[src/rtl/alu_arbiter.sv]
// alu_arbiter: round-robin sharing of one combinational ALU between two valid/ready requesters
module alu_arbiter #(
  parameter int DATA_WIDTH     = 32,
  parameter int ALU_CTRL_WIDTH = 4
) (
  input  logic                      clk,
  input  logic                      rst,
  input  logic                      Flush,
  input  logic                      Req0Valid,
  input  logic                      Req1Valid,
  output logic                      Req0Ready,
  output logic                      Req1Ready,
  input  logic [DATA_WIDTH-1:0]     Req0SrcA,
  input  logic [DATA_WIDTH-1:0]     Req0SrcB,
  input  logic [DATA_WIDTH-1:0]     Req1SrcA,
  input  logic [DATA_WIDTH-1:0]     Req1SrcB,
  input  logic [ALU_CTRL_WIDTH-1:0] Req0Ctrl,
  input  logic [ALU_CTRL_WIDTH-1:0] Req1Ctrl,
  input  logic [DATA_WIDTH-1:0]     Req0PC,
  input  logic [DATA_WIDTH-1:0]     Req1PC,
  output logic [DATA_WIDTH-1:0]     AluSrcA,
  output logic [DATA_WIDTH-1:0]     AluSrcB,
  output logic [DATA_WIDTH-1:0]     AluPC,
  output logic [ALU_CTRL_WIDTH-1:0] AluControl,
  input  logic [DATA_WIDTH-1:0]     AluResult,
  input  logic                      AluZero,
  output logic                      RspValid,
  input  logic                      RspReady,
  output logic                      RspId,
  output logic [DATA_WIDTH-1:0]     RspResult,
  output logic                      RspZero
);
  typedef enum logic [1:0] {IDLE, EXEC, RESP} state_t;
  state_t state_q, state_d;
  logic prio_q, prio_d, pend_id_q, pend_id_d, rsp_id_q, rsp_id_d, rsp_zero_q, rsp_zero_d;
  logic [DATA_WIDTH-1:0] a_q, a_d, b_q, b_d, pc_q, pc_d, res_q, res_d;
  logic [ALU_CTRL_WIDTH-1:0] ctrl_q, ctrl_d;
  logic can_accept, win, accept, cap;

  always_ff @(posedge clk) begin
    if (rst) begin
      state_q    <= IDLE;
      prio_q     <= 1'b0;
      pend_id_q  <= 1'b0;
      rsp_id_q   <= 1'b0;
      rsp_zero_q <= 1'b0;
      a_q        <= '0;
      b_q        <= '0;
      pc_q       <= '0;
      ctrl_q     <= '0;
      res_q      <= '0;
    end else begin
      state_q    <= state_d;
      prio_q     <= prio_d;
      pend_id_q  <= pend_id_d;
      rsp_id_q   <= rsp_id_d;
      rsp_zero_q <= rsp_zero_d;
      a_q        <= a_d;
      b_q        <= b_d;
      pc_q       <= pc_d;
      ctrl_q     <= ctrl_d;
      res_q      <= res_d;
    end
  end

  always_comb begin
    state_d = Flush ? IDLE :
              accept ? EXEC :
              state_q == EXEC ? RESP :
              (state_q == RESP && RspReady) ? IDLE : state_q;
    prio_d    = accept ? !win : prio_q;
    pend_id_d = accept ? win : pend_id_q;
    a_d       = accept ? (win ? Req1SrcA : Req0SrcA) : a_q;
    b_d       = accept ? (win ? Req1SrcB : Req0SrcB) : b_q;
    pc_d      = accept ? (win ? Req1PC : Req0PC) : pc_q;
    ctrl_d    = accept ? (win ? Req1Ctrl : Req0Ctrl) : ctrl_q;
    cap        = state_q == EXEC && !Flush;
    res_d      = cap ? AluResult : res_q;
    rsp_zero_d = cap ? AluZero : rsp_zero_q;
    rsp_id_d   = cap ? pend_id_q : rsp_id_q;
  end

  // Ready is gated by rst so requesters never see a handshake during reset.
  always_comb begin
    can_accept = !rst && !Flush && (state_q == IDLE || (state_q == RESP && RspReady));
    win        = (Req0Valid && Req1Valid) ? prio_q : Req1Valid;
    Req0Ready  = can_accept && Req0Valid && !win;
    Req1Ready  = can_accept && Req1Valid && win;
    accept     = Req0Ready || Req1Ready;
    AluSrcA    = a_q;
    AluSrcB    = b_q;
    AluPC      = pc_q;
    AluControl = ctrl_q;
    RspValid   = state_q == RESP;
    RspId      = rsp_id_q;
    RspResult  = res_q;
    RspZero    = rsp_zero_q;
  end
endmodule

[config.mk]
export PLATFORM = sky130hd
export DESIGN_NAME = alu_arbiter
export DESIGN_NICKNAME = d
export VERILOG_FILES = /design/src/rtl/alu_arbiter.sv
export SDC_FILE = /design/constraint.sdc
export NUM_CORES = 1
export LEC_CHECK = 0
export ABC_AREA = 0
export CAP_MARGIN = 30
export CORE_AREA = 4 4 144 146
export CTS_CLUSTER_SIZE = 40
export DETAILED_ROUTE_END_ITERATION = 6
export DIE_AREA = 0 0 148 150
export GPL_TIMING_DRIVEN = 0
export PLACE_DENSITY = 0.72
export SETUP_SLACK_MARGIN = 0.2
export SLEW_MARGIN = 20
export SYNTH_ARGS = -nofsm -noshare
export SYNTH_HDL_FRONTEND = slang
export SYNTH_SLANG_ARGS = --single-unit
[constraint.sdc]
create_clock -name clk -period 3.7 [get_ports clk]
set_input_delay 0.555 -clock clk [delete_from_list [all_inputs] [get_ports clk]]
set_output_delay 0.555 -clock clk [all_outputs]
set_load 0.01 [all_outputs]
After elaboration in Yosys (flattened, before gate mapping). Index checks and enable logic that the tools add are counted.

Output and inout port bits: 137. Input bits: 239. Logic and storage cells: 40. Register bits: 138.

Equality and inequality tests: 2. Muxes and demuxes: 8. Reductions and logical operators: 19.

Operator list (count): 32-bit two-way mux (3); 1-bit logical AND (9); 2-bit two-way mux (2); 4-bit two-way mux (1); 1-bit logical NOT (3); 3-bit nonzero test (1); 3-bit OR reduction (1); 2-bit by 1-bit == test with 1-bit output, second input constant (1); 2-bit == test, second input constant (1); 2-bit logical NOT (1); 1-bit logical OR (2); 1-bit two-way mux (2); 2-bit nonzero test (1); 2-bit OR reduction (1).

Depth between registers and ports, before layout. Gate-level depths: netlist (run 1).

Depth in word-level cells: 8. Depth in mapped cells: 6. Mapped depth without buffers: 3.

Worst setup path after synthesis (run 1). OpenSTA, ideal clock, no wires.

Path type: input port to output port. Start: in RspReady. End: out Req1Ready. Cell stages on the path: 4. Buffers on the path: 1. Required time: 3.145 ns. Arrival: 1.461 ns. Slack: 1.684 ns. Cells stage by stage: nand2b_2 buf_1 nand3_1 nor3_1.

Longest elaborated chain between the ends: 5.

RTL lines: from (decl) (RTL line 28) `input logic RspReady,`; 1-bit logical AND (RTL line 85) `can_accept = !rst && !Flush && (state_q == IDLE || (state_q == RESP && RspReady));`; 1-bit logical OR (RTL line 85); 1-bit logical AND (RTL line 85); 1-bit logical AND (2 in a row) (RTL line 88) `Req1Ready = can_accept && Req1Valid && win;`; to (decl) (RTL line 12) `output logic Req1Ready,`.

No other way between the ends.

Worst setup path in the final report (run 1). Same ends and word-level chain as after synthesis.

==> results of run 1 <==
[critical path, cell delays in order]
cell and delay, ns:
clkdlybuf4s50_1 0.44, nand2b_2 0.19, buf_1 0.36, nand3_1 0.23
nor3_1 0.23, clkdlybuf4s50_1 0.57
[registers in the layout (all words and copies together), names as in the netlist]
name and flops:
AluControl 4, AluSrcB 32, RspZero 1, AluPC 32, AluSrcA 32, RspResult 32
state_q 2, prio_q 1, RspId 1, pend_id_q 1
[per-stage QoR]
step | setup WS [ns] | cells | util (%) | hold slack (ns) | cell area [um2]
finish | 0.561 | 1327 | 57.5 | 0.450 | 11100
global route | 0.434 | 1327 | 57.5 | 0.468 | 11100
CTS | 0.548 | 1327 | 57.5 | 0.454 | 11100
detailed placement | 0.580 | 1295 | 54.5 | 0.445 | 10600
global placement | 0.561 | 1295 | 54.5 | 0.440 | 10600
floorplan | 1.68 | 655 | - | 0.432 | 6480
[placed cells by master, fill, tap and decap left out, types with 3 or more instances in the layout]
master / count
clkdlybuf4s50_1: 375
dfxtp_1: 138
inv_1: 94
o32ai_1: 92
a221oi_2: 78
nand2_1: 69
buf_2: 38
a21oi_1: 36
clkbuf_1: 31
clkbuf_16: 17
a221oi_1: 14
nand3_1: 9
buf_6: 9
a41oi_1: 9
a311oi_1: 9
o21ai_0: 8
clkinvlp_4: 4
clkinv_4: 3
[metal layers]
layer,GRT usage [%],up-vias
met1,25.1,3136
met2,37.9,278
met4,8.78,2
met5,0,-
li1,-,3308
met3,9.06,47
[synthesized netlist by cell type, drive strengths merged]
library cell    n  share of area [%]
nand2b          2               0.23
and3            1               0.17
clkbuf         30                1.7
a21oi          36                2.8
o31ai           1               0.12
a41oi           9                1.2
a41o            1               0.15
or2             2               0.19
dfxtp         138                 43
or3b            1               0.14
nor2            2               0.15
nand2          69                4.0
a311oi          9                1.2
nand3           9               0.70
nor3            1              0.077
o21ai           8               0.62
a21bo           1               0.15
nor3b           1               0.19
inv            94                5.4
and4            1               0.14
nor2b           1              0.097
a221oi         92                 20
or2b            1               0.12
buf            51                4.8
o32ai          92                 12
nand4           1               0.33
and2b           1               0.12
[power groups by stage]
stage | Clock (uW) | Sequential, uW | Combinational, uW
floorplan | 0 | 1680 | 358
global placement | 0 | 1640 | 922
detailed placement | 0 | 1640 | 928
CTS | 1740 | 1610 | 932
global route | 1800 | 1620 | 985
finish | 1690 | 1610 | 926
[cells by family after synthesis]
logic type	synth area share, %
compound gates	38.7
simple gates	6.65
flops	42.7
buf+inv	12.0
[path summary, 6_finish.rpt]
path,start,slack (ns),cells after the start,to
min reg2reg,RspResult[23],0.45,2,RspResult[23]
max reg2reg,prio_q,1.91,5,AluPC[17]
min,RspResult[23],0.45,2,RspResult[23]
max,RspReady,0.56,6,Req1Ready
[layout make-up]
cell class	instances	area [um2]	share of cell area (%)
buffer	81	427	3.83
clock buffer	19	443	3.97
clock inverter	13	144	1.29
inverter	94	353	3.16
multi-input combinational	342	2940	26.3
sequential	138	2760	24.8
tap	265	332	2.97
timing repair buffer	375	3750	33.7
==> results by group, run 1 <==
Status
  – Status: complete, no violations

Worst setup path
  – CP startpoint kind: primary input
  – Critical path fanouts, max: 10
  – CP required: between 3 and 4 ns
  – WP data arrival: 2.58 ns
  – Worst Setup End Kind: primary output
  – Critical path type: primary input to primary output

Clock tree
  – Clock transition time at the flip-flop clock pins of the worst setup and hold paths: ~0.06 ns
  – Number of H-tree levels: 4
  – Hold Buf Count CTS: 0
  – Postcts setup bufs: 0
  – Clock Sink Count: ~140
  – Clock Path Buffers: 2
  – TritonCTS clock tree: yes
  – Clk root buf: clkbuf_16
  – CTS Buf Count: 17
  – Post-cts repair resize count: 0
  – Worst skew pair latency: ~0.42 ns

Drt
  – DR DRC count: 0
  – Avg WL per Cell: about 20 um
  – Vias: 6771
  – Via-to-Cell Ratio: about 5.1
  – Final ANT Viol Nets: 0
  – Starting DRC count in detailed routing: roughly 250
  – M1 WL: 10200 um
  – WL met2: around 13000 um
  – DRT Wirelength: 26200 um
  – Wire length on met3: between 2000 and 3000 um
  – Top Layer Used: met5
  – TritonRoute pass-1 iters: 4

Logic synthesis
  – Netlist cell types: 34
  – Cell Area, Synth: 0.00648 mm2
  – Total of warnings raised by yosys: 0
  – Synth Net Count: ~890
  – Post-synthesis sequential area ratio: between 40 and 50%
  – Yosys reg bits: between 100 and 150
  – Syn_area_per_cell: between 9 and 10 um2
  – Synthesized instance count: between 600 and 700

Global route
  – Largest net degree at the start of global routing: 17
  – Initial antenna violation count: 1
  – Global-route wire length before repair: a little under 40000 um
  – Vias in the first global route: a little under 7k
  – Aggregate global-route resource usage: between 20 and 25%
  – Total grt overflow: 0

Timing
  – FMAX: between 300 and 400 MHz
  – Rel. slew slack: between 40% and 50%
  – Finish-stage setup viols: 0
  – Final hold violation count: 0
  – RSZ-0062 raised after global routing: false
  – Final Cycle Share: a little over four fifths
  – Setup_tns: 0 ns
  – Tmin final: around 3.1 ns
  – Final Skew: about 0.0097 ns
  – Worst slew pin tran: between 0.8 and 0.9 ns
  – Max-slew violation count: 0

Pwr
  – Switching Share: about a quarter
  – Clk pwr share: approximately two fifths
  – Tot Pwr: approximately 4200 uW
  – Cell Int Power: approximately 3100 uW
  – VDD IR max: about 0.31 mV
  – Seq pwr share: a little under two fifths
  – Leakage: 0.00368 uW
  – Power per cell area: between 300 and 400 mW/mm2
  – Combinational fraction of design power: a little over a fifth
  – P_sw: roughly 1100 uW

Cells and area
  – Share of cells above drive strength 1: between 10% and 20%
  – # fillers: 1727
  – Layout area overhead: 72.1%
  – N_diodes: 0
  – Post-layout nets: 1288

Floorplan
  – Die Ht: around 150 um
  – Row count: 51
  – Core area: 0.0194 mm2
  – Starting Density: ~33%
  – Die Footprint: between 0.02 and 0.025 mm2
  – Die X: ~150 um
  – Io pins: ~380

Placement
  – Port Buffers: between 300 and 400
  – Hpwl dp: 20200 um
  – RD Place Congestion: 0.831

Flow run
  – Max cap viols: 0

Hold path
  – Worst Hold Class: register to register
No activity file was read; power rests on OpenSTA's default activity.
==> run 2, diff against run 1 <==
- clock period: 3.7 -> 3.2 ns (I/O delays scaled with it)
==> results by group, run 2 (synthesis results as in run 1) <==
Worst setup path
  – Reg2reg path depth: 5
  – Worst reg2reg path startpoint: prio_q
  – CP required: roughly 2.7 ns
  – Critical path fanouts, max: 10
  – CP startpoint kind: primary input
  – Reg-to-reg slack, setup: around 1.4 ns
  – RR Endpoint: AluPC[19]
  – WP data arrival: 2.38 ns
  – Critical path type: primary input to primary output
  – Worst Setup End Kind: primary output

Pwr
  – Leakage: between 0.003 and 0.004 uW
  – Power per cell area: about 440 mW/mm2
  – VDD IR max: 0.361 mV

Cells and area
  – Commonest non-fill, non-tap cell in the layout: clkdlybuf4s50_1
  – FF+latch area: 0.00276 mm2
  – Post-layout nets: around 1.3k
  – N_diodes: 0
  – Final Cell Area: between 0.01 and 0.015 mm2
  – Multi-input gate area: around 0.0029 mm2
  – Share of cells above drive strength 1: between 10% and 20%
  – Most frequent cells in the layout: clkdlybuf4s50_1 (375), dfxtp_1 (138), inv_1 (94)
  – Fin cells: approximately 1.3k
  – # fillers: 1727
  – Layout area overhead: 72.3%

Timing
  – Final Cycle Share: around nine tenths
  – Rel. slew slack: roughly 46%
  – Max-slew violation count: 0
  – Final Skew: 0.00933 ns
  – FMAX: around 350 MHz
  – Final hold violation count: 0
  – Finish-stage setup viols: 0
  – Worst hold slack: around 0.45 ns
  – RSZ-0062 raised after global routing: false
  – Setup_tns: 0 ns
  – Worst slew pin tran: 0.803 ns
  – Tmin final: between 2 and 3 ns

Drt
  – M1 WL: just over 10000 um
  – Avg WL per Cell: slightly below 20 um
  – Final ANT Viol Nets: 0
  – Top Layer Used: met5
  – WL met2: 12800 um
  – Wire length on met3: around 2500 um
  – DRT Wirelength: approximately 26000 um
  – TritonRoute pass-1 iters: 6
  – Via-to-Cell Ratio: just over 5
  – Vias: a little under 7k
  – Starting DRC count in detailed routing: roughly 280
  – DR DRC count: 0

Placement
  – Port Buffers: 375
  – RD Place Congestion: a little over 0.8
  – DP Cell Count: 1295
  – Placed cell areas: between 0.01 and 0.015 mm2
  – Hpwl dp: around 20000 um

Floorplan
  – Core area: ~0.019 mm2
  – Io pins: between 300 and 400
  – Die Footprint: ~0.022 mm2
  – Die Ht: around 150 um
  – Row count: 51
  – Die X: 148 um
  – Starting Density: between 30% and 40%

Flow run
  – Max cap viols: 0

Hold path
  – Hold path start: RspResult[23]
  – Worst Hold Path Cells: 2
  – Hold Path End: RspResult[23]
  – Worst Hold Class: register to register

Clock tree
  – Clock Path Buffers: 2
  – Clk root buf: clkbuf_16
  – Number of H-tree levels: 4
  – Worst skew pair latency: between 0.4 and 0.5 ns
  – CTS Buf Count: 17
  – Clock Sink Count: 138
  – Clock transition time at the flip-flop clock pins of the worst setup and hold paths: about 0.06 ns
  – TritonCTS clock tree: yes

Global route
  – Aggregate global-route resource usage: around 22%
  – Largest net degree at the start of global routing: 17
  – Total grt overflow: 0
  – Global-route wire length before repair: around 39000 um
  – Initial antenna violation count: 1
  – Vias in the first global route: 6833

Status
  – Status: complete, no violations
## run 2: cell count changes in the layout (fill, tap and decap cells not counted)
cell,before,now
nor2_4,0,1
clkbuf_4,0,1
clkbuf_2,0,1
buf_1,2,1
clkbuf_1,31,30
nor2_2,1,0
## run 2: stage by stage
stage                     setup slack (ns)  power, uW  utilization [%]
after floorplan                       1.33       2350                -
after global routing                 0.218       5090             57.5
after detailed placement             0.230       2970             54.5
final                                0.336       4890             57.5
after global placement               0.211       2960             54.5
after CTS                            0.228       4950             57.5
## run 2: per-layer routing
metal	GRT usage, %	up-vias
met5	0	-
met4	8.78	2
met3	9.06	47
met2	37.9	279
met1	25.1	3141
li1	-	3308
## run 2: worst max-delay path by stage
stage | startpoint | end | cells after the start
5_1_grt | Flush | Req1Ready | 6
3_5_place_dp | RspReady | Req1Ready | 6
2_1_floorplan | RspReady | Req1Ready | 4
6_report | Flush | Req1Ready | 6
3_3_place_gp | RspReady | Req1Ready | 6
4_1_cts | Flush | Req1Ready | 6
## run 2: repair_timing
item	4_1_cts	5_1_grt
setup buffers	0	0
endpoints found under the setup margin	1	1
gates resized for setup	1	4
hold buffers	0	0
## run 2: critical path, cell delays in order
cell	delay, ns
clkdlybuf4s50_1	0.50
nor2_4	0.22
clkbuf_4	0.23
nand3_1	0.17
nor3_1	0.22
clkdlybuf4s50_1	0.57
## run 2: power breakdown
part	switching, uW	total [uW]	internal [uW]
clock network	784	1960	1170
registers	49.2	1860	1810
logic	473	1070	600
total	1310	4890	3590
## run 2: area by class of cell
| cell class | instances | share of cell area [%] |
|---|---|---|
| flip-flops and latches | 138 | 24.8 |
| plain buffers | 81 | 3.87 |
| inverters | 94 | 3.16 |
| well taps | 265 | 2.97 |
| clock buffers | 19 | 3.97 |
| clock inverters | 13 | 1.29 |
| repair buffers | 375 | 33.6 |
| multi-input cells | 342 | 26.3 |
==> run 3, diff against run 2 <==
- SLEW_MARGIN: 20 -> 0
==> results of run 3 <==
Same layout as run 2: the final DEF is identical, and so are final timing and power.
